$ cat src/rtl/ofm_in_fsm_pkg.sv
// Shared definitions for the 10GbE TX ingress framer and the MAC output stage:
// FSM encoding, descriptor layout, TXC flag value and FIFO widths.
package ofm_in_fsm_pkg;

  typedef enum logic [1:0] {
    S_IDLE = 2'd0,
    S_CTRL = 2'd1,
    S_DATA = 2'd2,
    S_EOF  = 2'd3
  } state_t;

  localparam int DATA_FIFO_W = 73;
  localparam int CTRL_FIFO_W = 64;

  localparam logic [3:0] TXC_FLAG = 4'hA;

  localparam int DESC_CNT_LSB       = 0;
  localparam int DESC_CSUM_BIT      = 16;
  localparam int DESC_OVERSIZE_BIT  = 17;
  localparam int DESC_BAD_FLAG_BIT  = 18;
  localparam int DESC_CS_BEGIN_LSB  = 32;
  localparam int DESC_CS_INSERT_LSB = 48;

  function automatic logic [CTRL_FIFO_W-1:0] make_desc(
    input logic [15:0] byte_cnt,
    input logic        csum_en,
    input logic        oversize,
    input logic        bad_flag,
    input logic [15:0] cs_begin,
    input logic [15:0] cs_insert
  );
    logic [CTRL_FIFO_W-1:0] d;
    d = '0;
    d[DESC_CNT_LSB +: 16]       = byte_cnt;
    d[DESC_CSUM_BIT]            = csum_en;
    d[DESC_OVERSIZE_BIT]        = oversize;
    d[DESC_BAD_FLAG_BIT]        = bad_flag;
    d[DESC_CS_BEGIN_LSB +: 16]  = cs_begin;
    d[DESC_CS_INSERT_LSB +: 16] = cs_insert;
    return d;
  endfunction

endpackage

$ cat src/rtl/ofm_in_fsm_if.sv
// TXC/TXD AXI-Stream sinks plus the data/ctrl FIFO write ports of the TX framer.
// The framer uses the slave view; the DMA/FIFO side (or a bench) uses master.
interface ofm_in_fsm_if;
  import ofm_in_fsm_pkg::*;

  logic [31:0]            s_axis_txc_tdata;
  logic                   s_axis_txc_tvalid;
  logic                   s_axis_txc_tlast;
  logic                   s_axis_txc_tready;

  logic [63:0]            s_axis_txd_tdata;
  logic [7:0]             s_axis_txd_tkeep;
  logic                   s_axis_txd_tvalid;
  logic                   s_axis_txd_tlast;
  logic                   s_axis_txd_tready;

  logic [DATA_FIFO_W-1:0] data_fifo_wdata;
  logic                   data_fifo_wren;
  logic                   data_fifo_full;
  logic [CTRL_FIFO_W-1:0] ctrl_fifo_wdata;
  logic                   ctrl_fifo_wren;
  logic                   ctrl_fifo_full;

  modport slave (
    input  s_axis_txc_tdata, s_axis_txc_tvalid, s_axis_txc_tlast,
    output s_axis_txc_tready,
    input  s_axis_txd_tdata, s_axis_txd_tkeep, s_axis_txd_tvalid, s_axis_txd_tlast,
    output s_axis_txd_tready,
    output data_fifo_wdata, data_fifo_wren,
    input  data_fifo_full,
    output ctrl_fifo_wdata, ctrl_fifo_wren,
    input  ctrl_fifo_full
  );

  modport master (
    output s_axis_txc_tdata, s_axis_txc_tvalid, s_axis_txc_tlast,
    input  s_axis_txc_tready,
    output s_axis_txd_tdata, s_axis_txd_tkeep, s_axis_txd_tvalid, s_axis_txd_tlast,
    input  s_axis_txd_tready,
    input  data_fifo_wdata, data_fifo_wren,
    output data_fifo_full,
    input  ctrl_fifo_wdata, ctrl_fifo_wren,
    output ctrl_fifo_full
  );

endinterface

$ cat src/rtl/ofm_keep_cnt.sv
// Byte count of one TXD beat: population count of the 8-bit tkeep.
module ofm_keep_cnt (
  input  logic [7:0] tkeep,
  output logic [3:0] count
);

  always_comb begin
    // NOTE: default first so every path assigns count and no latch is inferred;
    // blocking '=' is correct here because the loop accumulates combinationally.
    count = '0;
    for (int i = 0; i < 8; i++) begin
      count = count + {3'b000, tkeep[i]};
    end
  end

endmodule

$ cat src/rtl/ofm_in_fsm.sv
// TX ingress framer: reserves a ctrl FIFO slot, captures TXC fields, streams TXD
// beats into the data FIFO and writes one 64b descriptor per frame.
module ofm_in_fsm
  import ofm_in_fsm_pkg::*;
#(
  parameter int C_MAX_LEN   = 9600,
  parameter int C_TXC_WORDS = 6
) (
  input  logic         tx_clk,
  input  logic         tx_reset,
  ofm_in_fsm_if.slave  bus
);

  localparam logic [15:0] MAX_LEN = 16'(C_MAX_LEN);
  localparam logic [2:0]  IDX_SAT = 3'(C_TXC_WORDS);

  state_t                 state;
  logic                   txc_tready_q;
  logic                   txd_en_q;
  logic                   ctrl_wren_q;
  logic [CTRL_FIFO_W-1:0] desc_q;
  logic [2:0]             word_idx;
  logic [15:0]            byte_cnt;
  logic                   csum_en;
  logic                   bad_flag;
  logic [15:0]            cs_begin;
  logic [15:0]            cs_insert;

  logic [3:0]             beat_bytes;
  logic [16:0]            cnt_sum;
  logic [15:0]            cnt_next;
  logic                   txc_acc;
  logic                   txd_acc;

  ofm_keep_cnt u_keep_cnt (
    .tkeep (bus.s_axis_txd_tkeep),
    .count (beat_bytes)
  );

  assign bus.s_axis_txc_tready = txc_tready_q;
  assign bus.s_axis_txd_tready = txd_en_q & ~bus.data_fifo_full;
  assign txc_acc = bus.s_axis_txc_tvalid & txc_tready_q;
  assign txd_acc = bus.s_axis_txd_tvalid & bus.s_axis_txd_tready;

  assign bus.data_fifo_wdata = {bus.s_axis_txd_tlast, bus.s_axis_txd_tkeep, bus.s_axis_txd_tdata};
  assign bus.data_fifo_wren  = txd_acc;
  assign bus.ctrl_fifo_wdata = desc_q;
  assign bus.ctrl_fifo_wren  = ctrl_wren_q;

  // Running count saturates so jumbo overruns still read as oversize.
  assign cnt_sum  = {1'b0, byte_cnt} + {13'd0, beat_bytes};
  assign cnt_next = cnt_sum[16] ? 16'hFFFF : cnt_sum[15:0];

  // NOTE: sequential state uses non-blocking '<=' so every register samples
  // the pre-edge values of the others, independent of statement order.
  always_ff @(posedge tx_clk) begin
    if (tx_reset) begin
      state        <= S_IDLE;
      txc_tready_q <= 1'b0;
      txd_en_q     <= 1'b0;
      ctrl_wren_q  <= 1'b0;
      desc_q       <= '0;
      word_idx     <= '0;
      byte_cnt     <= '0;
      csum_en      <= 1'b0;
      bad_flag     <= 1'b0;
      cs_begin     <= '0;
      cs_insert    <= '0;
    end else begin
      ctrl_wren_q <= 1'b0;
      case (state)
        S_IDLE: begin
          byte_cnt <= '0;
          // Only this block writes the ctrl FIFO, so a free slot now is ours at S_EOF.
          if (!bus.ctrl_fifo_full) begin
            state        <= S_CTRL;
            txc_tready_q <= 1'b1;
            word_idx     <= '0;
            csum_en      <= 1'b0;
            bad_flag     <= 1'b0;
            cs_begin     <= '0;
            cs_insert    <= '0;
          end
        end
        S_CTRL: begin
          if (txc_acc) begin
            if (word_idx == 3'd0) bad_flag <= (bus.s_axis_txc_tdata[31:28] != TXC_FLAG);
            if (word_idx == 3'd1) csum_en  <= bus.s_axis_txc_tdata[0];
            if (word_idx == 3'd2) begin
              cs_begin  <= bus.s_axis_txc_tdata[31:16];
              cs_insert <= bus.s_axis_txc_tdata[15:0];
            end
            if (word_idx < IDX_SAT) word_idx <= word_idx + 3'd1;
            if (bus.s_axis_txc_tlast) begin
              state        <= S_DATA;
              txc_tready_q <= 1'b0;
              txd_en_q     <= 1'b1;
            end
          end
        end
        S_DATA: begin
          if (txd_acc) begin
            byte_cnt <= cnt_next;
            if (bus.s_axis_txd_tlast) begin
              state       <= S_EOF;
              txd_en_q    <= 1'b0;
              ctrl_wren_q <= 1'b1;
              desc_q      <= make_desc(cnt_next, csum_en, (cnt_next > MAX_LEN),
                                       bad_flag, cs_begin, cs_insert);
            end
          end
        end
        S_EOF:   state <= S_IDLE;
        default: state <= S_IDLE;
      endcase
    end
  end

endmodule

$ cat src/flat_wrapper.sv
// flat-port wrapper written by rule: the top's interface ports become plain ports
module ofm_in_fsm_flat import ofm_in_fsm_pkg::*;
#(
  parameter int C_MAX_LEN   = 9600,
  parameter int C_TXC_WORDS = 6
)
  (tx_clk, tx_reset, bus_s_axis_txc_tdata, bus_s_axis_txc_tvalid, bus_s_axis_txc_tlast, bus_s_axis_txc_tready, bus_s_axis_txd_tdata, bus_s_axis_txd_tkeep, bus_s_axis_txd_tvalid, bus_s_axis_txd_tlast, bus_s_axis_txd_tready, bus_data_fifo_wdata, bus_data_fifo_wren, bus_data_fifo_full, bus_ctrl_fifo_wdata, bus_ctrl_fifo_wren, bus_ctrl_fifo_full);
  ofm_in_fsm_if bus_i ();
  input  logic tx_clk;
  input  logic tx_reset;
  input wire logic [$bits(bus_i.s_axis_txc_tdata)-1:0] bus_s_axis_txc_tdata;
  input wire logic [$bits(bus_i.s_axis_txc_tvalid)-1:0] bus_s_axis_txc_tvalid;
  input wire logic [$bits(bus_i.s_axis_txc_tlast)-1:0] bus_s_axis_txc_tlast;
  output wire logic [$bits(bus_i.s_axis_txc_tready)-1:0] bus_s_axis_txc_tready;
  input wire logic [$bits(bus_i.s_axis_txd_tdata)-1:0] bus_s_axis_txd_tdata;
  input wire logic [$bits(bus_i.s_axis_txd_tkeep)-1:0] bus_s_axis_txd_tkeep;
  input wire logic [$bits(bus_i.s_axis_txd_tvalid)-1:0] bus_s_axis_txd_tvalid;
  input wire logic [$bits(bus_i.s_axis_txd_tlast)-1:0] bus_s_axis_txd_tlast;
  output wire logic [$bits(bus_i.s_axis_txd_tready)-1:0] bus_s_axis_txd_tready;
  output wire logic [$bits(bus_i.data_fifo_wdata)-1:0] bus_data_fifo_wdata;
  output wire logic [$bits(bus_i.data_fifo_wren)-1:0] bus_data_fifo_wren;
  input wire logic [$bits(bus_i.data_fifo_full)-1:0] bus_data_fifo_full;
  output wire logic [$bits(bus_i.ctrl_fifo_wdata)-1:0] bus_ctrl_fifo_wdata;
  output wire logic [$bits(bus_i.ctrl_fifo_wren)-1:0] bus_ctrl_fifo_wren;
  input wire logic [$bits(bus_i.ctrl_fifo_full)-1:0] bus_ctrl_fifo_full;
  assign bus_i.s_axis_txc_tdata = bus_s_axis_txc_tdata;
  assign bus_i.s_axis_txc_tvalid = bus_s_axis_txc_tvalid;
  assign bus_i.s_axis_txc_tlast = bus_s_axis_txc_tlast;
  assign bus_s_axis_txc_tready = bus_i.s_axis_txc_tready;
  assign bus_i.s_axis_txd_tdata = bus_s_axis_txd_tdata;
  assign bus_i.s_axis_txd_tkeep = bus_s_axis_txd_tkeep;
  assign bus_i.s_axis_txd_tvalid = bus_s_axis_txd_tvalid;
  assign bus_i.s_axis_txd_tlast = bus_s_axis_txd_tlast;
  assign bus_s_axis_txd_tready = bus_i.s_axis_txd_tready;
  assign bus_data_fifo_wdata = bus_i.data_fifo_wdata;
  assign bus_data_fifo_wren = bus_i.data_fifo_wren;
  assign bus_i.data_fifo_full = bus_data_fifo_full;
  assign bus_ctrl_fifo_wdata = bus_i.ctrl_fifo_wdata;
  assign bus_ctrl_fifo_wren = bus_i.ctrl_fifo_wren;
  assign bus_i.ctrl_fifo_full = bus_ctrl_fifo_full;
  ofm_in_fsm #(.C_MAX_LEN(C_MAX_LEN), .C_TXC_WORDS(C_TXC_WORDS)) u_core (.tx_clk(tx_clk), .tx_reset(tx_reset), .bus(bus_i));
endmodule
$ cat config.mk
export PLATFORM = sky130hd
export DESIGN_NAME = ofm_in_fsm_flat
export DESIGN_NICKNAME = d
export VERILOG_FILES = /design/src/rtl/ofm_in_fsm_pkg.sv /design/src/rtl/ofm_in_fsm_if.sv /design/src/rtl/ofm_keep_cnt.sv /design/src/rtl/ofm_in_fsm.sv /design/src/flat_wrapper.sv
export SDC_FILE = /design/constraint.sdc
export NUM_CORES = 1
export LEC_CHECK = 0
export ABC_CLOCK_PERIOD_IN_PS = 4500
export CELL_PAD_IN_SITES_DETAIL_PLACEMENT = 2
export CELL_PAD_IN_SITES_GLOBAL_PLACEMENT = 2
export CORE_UTILIZATION = 20
export DETAILED_ROUTE_END_ITERATION = 12
export PLACE_DENSITY = 0.76
export SYNTH_ARGS = -nofsm -noshare
export SYNTH_HDL_FRONTEND = slang
export SYNTH_HIERARCHICAL = 1
export SYNTH_SLANG_ARGS = --single-unit
$ cat constraint.sdc
create_clock -name tx_clk -period 4.5 [get_ports tx_clk]
set_input_delay 0.9 -clock tx_clk [delete_from_list [all_inputs] [get_ports tx_clk]]
set_output_delay 0.9 -clock tx_clk [all_outputs]
set_load 0.02 [all_outputs]
Word level (Yosys, flattened, before mapping)
Index checks and enable logic that the tools add are counted.
Widths: inputs -> output; s select.

storage, ports and cells
  register bits = 109
  logic and storage cells = 95

cells by class
  $add $sub $neg = 9
  muxes and demuxes = 37
  bitwise logic cells = 6
  equal/unequal tests = 15
  $lt $le $gt $ge = 2
  reductions and logical operators = 15

operator list
  kind                  count
  $mux 16               7
  $pmux 16 s2           3
  $reduce_and 4->1      5
  $add 16x4->17         1
  $add 4x1->4           4
  $gt 16x14->1 const B  1
  $mux 1                13
  $mux 2                5
  $ne 2x1->1 const B    5
  $reduce_and 5->1      2
  $mux 3                3
  $ne 2x2->1 const B    4
  $pmux 1 s2            4
  $pmux 2 s4            1
  $pmux 3 s2            1
  $reduce_bool 2->1     3
  $add 3x1->4           1
  $eq 2x2->1 const B    2
  $ne 4x4->1 const B    1
  $add 2x1->3           1
  $add 3x1->3 const B   1
  $and 1x1->1           3
  $eq 3x1->1 const B    1
  $eq 3x2->1 const B    1
  9 further kinds       11

Longest topological paths before layout
  word-level depth = 11
  gate-level depth with buffers = 16

Modules after synthesis
Netlist, hierarchy kept.

by module, submodules not included
  module        area an instance (sq um)  cells an instance  times used
  ofm_in_fsm    5,340.1                   650                1
  ofm_keep_cnt  178.9                     21                 1

Worst setup path after synthesis
No wires, ideal clock.

  path type = input port to flip-flop
  start point = input port bus_s_axis_txd_tkeep[0]
  end point = register u_core.desc_q[17] (netlist: u_core/bus.ctrl_fifo_wdata[17])
  stages = 16
  library setup time = 0.126 ns
  arrival time = 4.657 ns
  path slack = -0.284 ns
  buffers on the path = 0
  cell sequence = fa_1 inv_1 fa_1 fa_1 inv_1 ha_1 inv_1 fa_1 inv_1 ha_1 a211o_1 a21o_1 a2111oi_0 nand4_1 nor4_1 o31ai_1

between the ends
  cells in the longest elaborated chain, start to end = 10

ends and longest elaborated chain
  element                    line                text
  start: declaration         flat_wrapper.sv:16  input wire logic [$bits(bus_i.s_axis_txd_tkeep)-1:0] bus_s_axis_txd_tkeep;
  $add 1x1->2                ofm_keep_cnt.sv:12  count = count + {3'b000, tkeep[i]};
  $add 2x1->3                ofm_keep_cnt.sv:12
  $add 3x1->4                ofm_keep_cnt.sv:12
  $add 4x1->4 (4 in series)  ofm_keep_cnt.sv:12
  via u_core.beat_bytes[1]   ofm_in_fsm.sv:29    logic [3:0] beat_bytes;
  $add 16x4->17              ofm_in_fsm.sv:51    assign cnt_sum = {1'b0, byte_cnt} + {13'd0, beat_bytes};
  $mux 16                    ofm_in_fsm.sv:52    assign cnt_next = cnt_sum[16] ? 16'hFFFF : cnt_sum[15:0];
  $gt 16x14->1               ofm_in_fsm.sv:108   desc_q <= make_desc(cnt_next, csum_en, (cnt_next > MAX_LEN),
  end signal: assignment     ofm_in_fsm.sv:108
  end: declaration           ofm_in_fsm.sv:21    logic [CTRL_FIFO_W-1:0] desc_q;

The timed path passes the listed nets, and every way through them passes these cells.
A chain may end at the register's enable or synchronous reset.

Final worst setup path
  start point = input port bus_s_axis_txd_tkeep[3]
  end point = register u_core.desc_q[17] (netlist: u_core/bus.ctrl_fifo_wdata[17])

between the ends
  cells in the longest elaborated chain, start to end = 8

ends and longest elaborated chain
  element                    line
  $add 3x1->4                ofm_keep_cnt.sv:12
  $add 4x1->4 (4 in series)  ofm_keep_cnt.sv:12
  via u_core.beat_bytes[1]   ofm_in_fsm.sv:29
  $add 16x4->17              ofm_in_fsm.sv:51
  $mux 16                    ofm_in_fsm.sv:52
  $gt 16x14->1               ofm_in_fsm.sv:108

The timed path passes the listed nets, and every way through them passes these cells.

==> results.txt <==
chip width: 168.1 um
failing checks: negative setup slack
CTS root buf: clkbuf_16
initial antenna violation count: 0
DR DRC count: 0
Comb pwr share: 27.6%
max cap viols: 0
clk_skew: 0.01381 ns
Distinct cells, synth: 59
outcome: finished, violations left
placed instance area: 6608 um2
largest net degree at the start of global routing: 89
Tightest Pin Transition: 0.9890 ns
period utilisation layout: 106.4%
share of layout cells above drive strength 1: 20.14%
total global-route track usage: 12.83%
chip height: 168.1 um
Sw Ratio: 33.87%
CTS tree: yes
FP Rows: 60
internal power: 1.639 mW
clk_lat worst skew: 0.35 ns
H-tree level count: 3
Crit Path Class: primary input to flop
Mapped Cells: 671
Core Footprint: 27030 um2
Async SR Flop Fraction: 0%
slew margin rel.: 34.07%
crit path DAT: 5.02 ns
Layout Nets: 866
Worst Hold Class: flop to flop
via count: 4834
synthesis-to-layout area growth: 34.75%
sequential fraction of the synthesis area: 39.54%
CTS Buf Count: 9
n_diodes: 0
Worst setup EP type: flop
Fin. Hold Viols: 0
starting density of the core: 20.42%
worst setup margin: -0.2869 ns
Post-synth top flop: dfxtp_1
CTS Sinks: 109
crit path time final: 4.787 ns
die area: 28260 um2
PwrDens: 333.2 nW/um2
Crit Path Max Fanout: 4
final estimated routing congestion in global placement: 0.8155
I/O pin count: 253
Synth warnings: 6
Startpoint Class: primary input
Syn Area/Cell: 8.225 um2
number of synthesized flops with an enable pin: 0
Slew Limit Fails: 0
number of global-route vias before repair: 5191
first-pass GRT wire length: 28.60 mm
Routed Antenna Nets: 0
Peak VDD IR: 185.2 uV
Seq pwr share: 40.6%
HPWL after detailed placement: 11.76 mm
clock network fraction of total power: 31.8%
Pwr Total: 2.478 mW
Leak: 2.598 nW
sw power: 0.8393 mW
via/cell ratio: 4.472
#FFs+latches synth: 109
drt first pass iters: 4
clock slew at reported path FFs: 0.08 ns
Finish-stage setup viols: 31
Max Freq: 208.9 MHz
total gr overflow: 0
routed len/inst: 16.84 um
clock buffer depth: 2
mapped cell area: 5519 um2
DRT iter0 DRCs: 241
I/O Buffers: 111
WP data required: 4.73 ns
Final Cell Area: 7437 um2
final WL: 18.20 mm
setup tns final: -4.367 ns
unrepaired setup endpoints after global routing: true
## final timing paths
| check | to | start | cells after the start | slack (ns) |
|---|---|---|---|---|
| worst max-delay path | u_core/bus.ctrl_fifo_wdata[17] | bus_s_axis_txd_tkeep[3] | 18 | -0.29 |
| worst min-delay path | u_core/bus.ctrl_fifo_wdata[18] | u_core/bad_flag | 2 | 0.45 |
| worst max register to register | u_core/bus.ctrl_fifo_wdata[17] | u_core/byte_cnt[8] | 6 | 1.95 |
| worst min register to register | u_core/bus.ctrl_fifo_wdata[18] | u_core/bad_flag | 2 | 0.45 |
## layer usage
layer / global-route usage [%] / vias up / share of wire [%]
met3: 2.915 / 15 / 4.8
met2: 22.77 / 116 / 50
li1: - / 2300 / -
met4: 3.083 / 0 / 0.84
met1: 15.63 / 2403 / 44
met5: 0 / - / 0
## cell type report
type / instances / area, um2
Fill cell: 3069 / 19590
Multi-Input combinational cell: 427 / 2877
Sequential cell: 109 / 2182
Timing Repair Buffer: 165 / 1582
Tap cell: 341 / 426.7
Clock buffer: 11 / 242.7
Inverter: 23 / 86.33
Clock inverter: 5 / 41.29
## what timing repair did
item                       in CTS  in global routing
setup buffers                  18                  4
pin swaps                      44                 20
hold buffers                    0                  0
setup endpoints to repair      33                 33
gates resized for setup        77                 15
## per-stage QoR
step                      utilization [%]  setup WS (ns)  hold slack (ns)  cells
final                               27.52        -0.2869           0.4534   1081
after global routing                27.52        -0.4206           0.4720   1081
after CTS                           27.13        -0.3690           0.4604   1078
after detailed placement            24.45        -0.9980           0.4483   1045
after global placement              24.45        -0.9276           0.4417   1045
after floorplan                         -        -0.2400           0.4284    683
## kinds of logic after synthesis
| logic type | after synthesis | synth area share, % |
|---|---|---|
| AOI/OAI and AO/OA | 154 | 17.73 |
| xor gates and xnor gates | 7 | 1.111 |
| adders and majority gates | 19 | 4.988 |
| buffers and inverters | 147 | 16.25 |
| DFF | 109 | 39.54 |
| muxes | 7 | 1.292 |
| other | 1 | 0.06795 |
| and+or+nand+nor | 227 | 19.02 |
## sequential cells by signal (all words and copies together) (netlist names)
register / cells
u_core/cs_insert: 16
u_core/word_idx: 3
u_core/byte_cnt: 16
u_core/bus.s_axis_txc_tready: 1
u_core/csum_en: 1
u_core/state: 2
u_core/bus.ctrl_fifo_wren: 1
u_core/txd_en_q: 1
u_core/cs_begin: 16
u_core/bus.ctrl_fifo_wdata: 51
u_core/bad_flag: 1
## cell usage after synthesis (all sizes together), types with 11 or more instances
library cell	instances	area share (%)
ha	14	3.2
nor3	15	1.6
clkbuf	23	1.6
buf	101	13
o21ai	17	1.5
nor2	73	5.0
inv	23	1.6
a21oi	70	6.7
nand3	11	1.2
dfxtp	109	40
nand2	97	6.6
a22oi	41	5.7
## worst max-delay path: stages
cell      delay (ns)
buf_6           0.10
fa_1            0.53
inv_1           0.05
fa_1            0.49
fa_1            0.41
inv_1           0.08
ha_2            0.18
inv_2           0.04
fa_2            0.52
inv_2           0.05
ha_4            0.23
a211o_4         0.33
buf_12          0.14
a21o_1          0.18
a211oi_2        0.31
nand2_1         0.16
a221oi_2        0.19
o31ai_1         0.11
## layout by cell type, fill, tap and decap left out, types with 6 or more instances in the layout
cell             count
clkbuf_16            9
inv_1               19
ha_1                11
conb_1              13
nand3_1              7
a22oi_2              7
nor3_1               9
dfxtp_1            109
nor3_2               6
nor2_1              69
nand2_1             91
a22oi_1             34
o21ai_0             12
buf_6               16
buf_4               38
a21oi_1             60
clkdlybuf4s50_1    107
## power by group through the flow
stage	clock (mW)	sequential (mW)	combinational, mW
final	0.789	1.01	0.683
after global routing	0.861	1.01	0.759
after CTS	0.830	1.01	0.665
after detailed placement	0	1.03	0.616
after global placement	0	1.03	0.603
after floorplan	0	1.03	0.471
No activity file was read; power rests on OpenSTA's default activity.
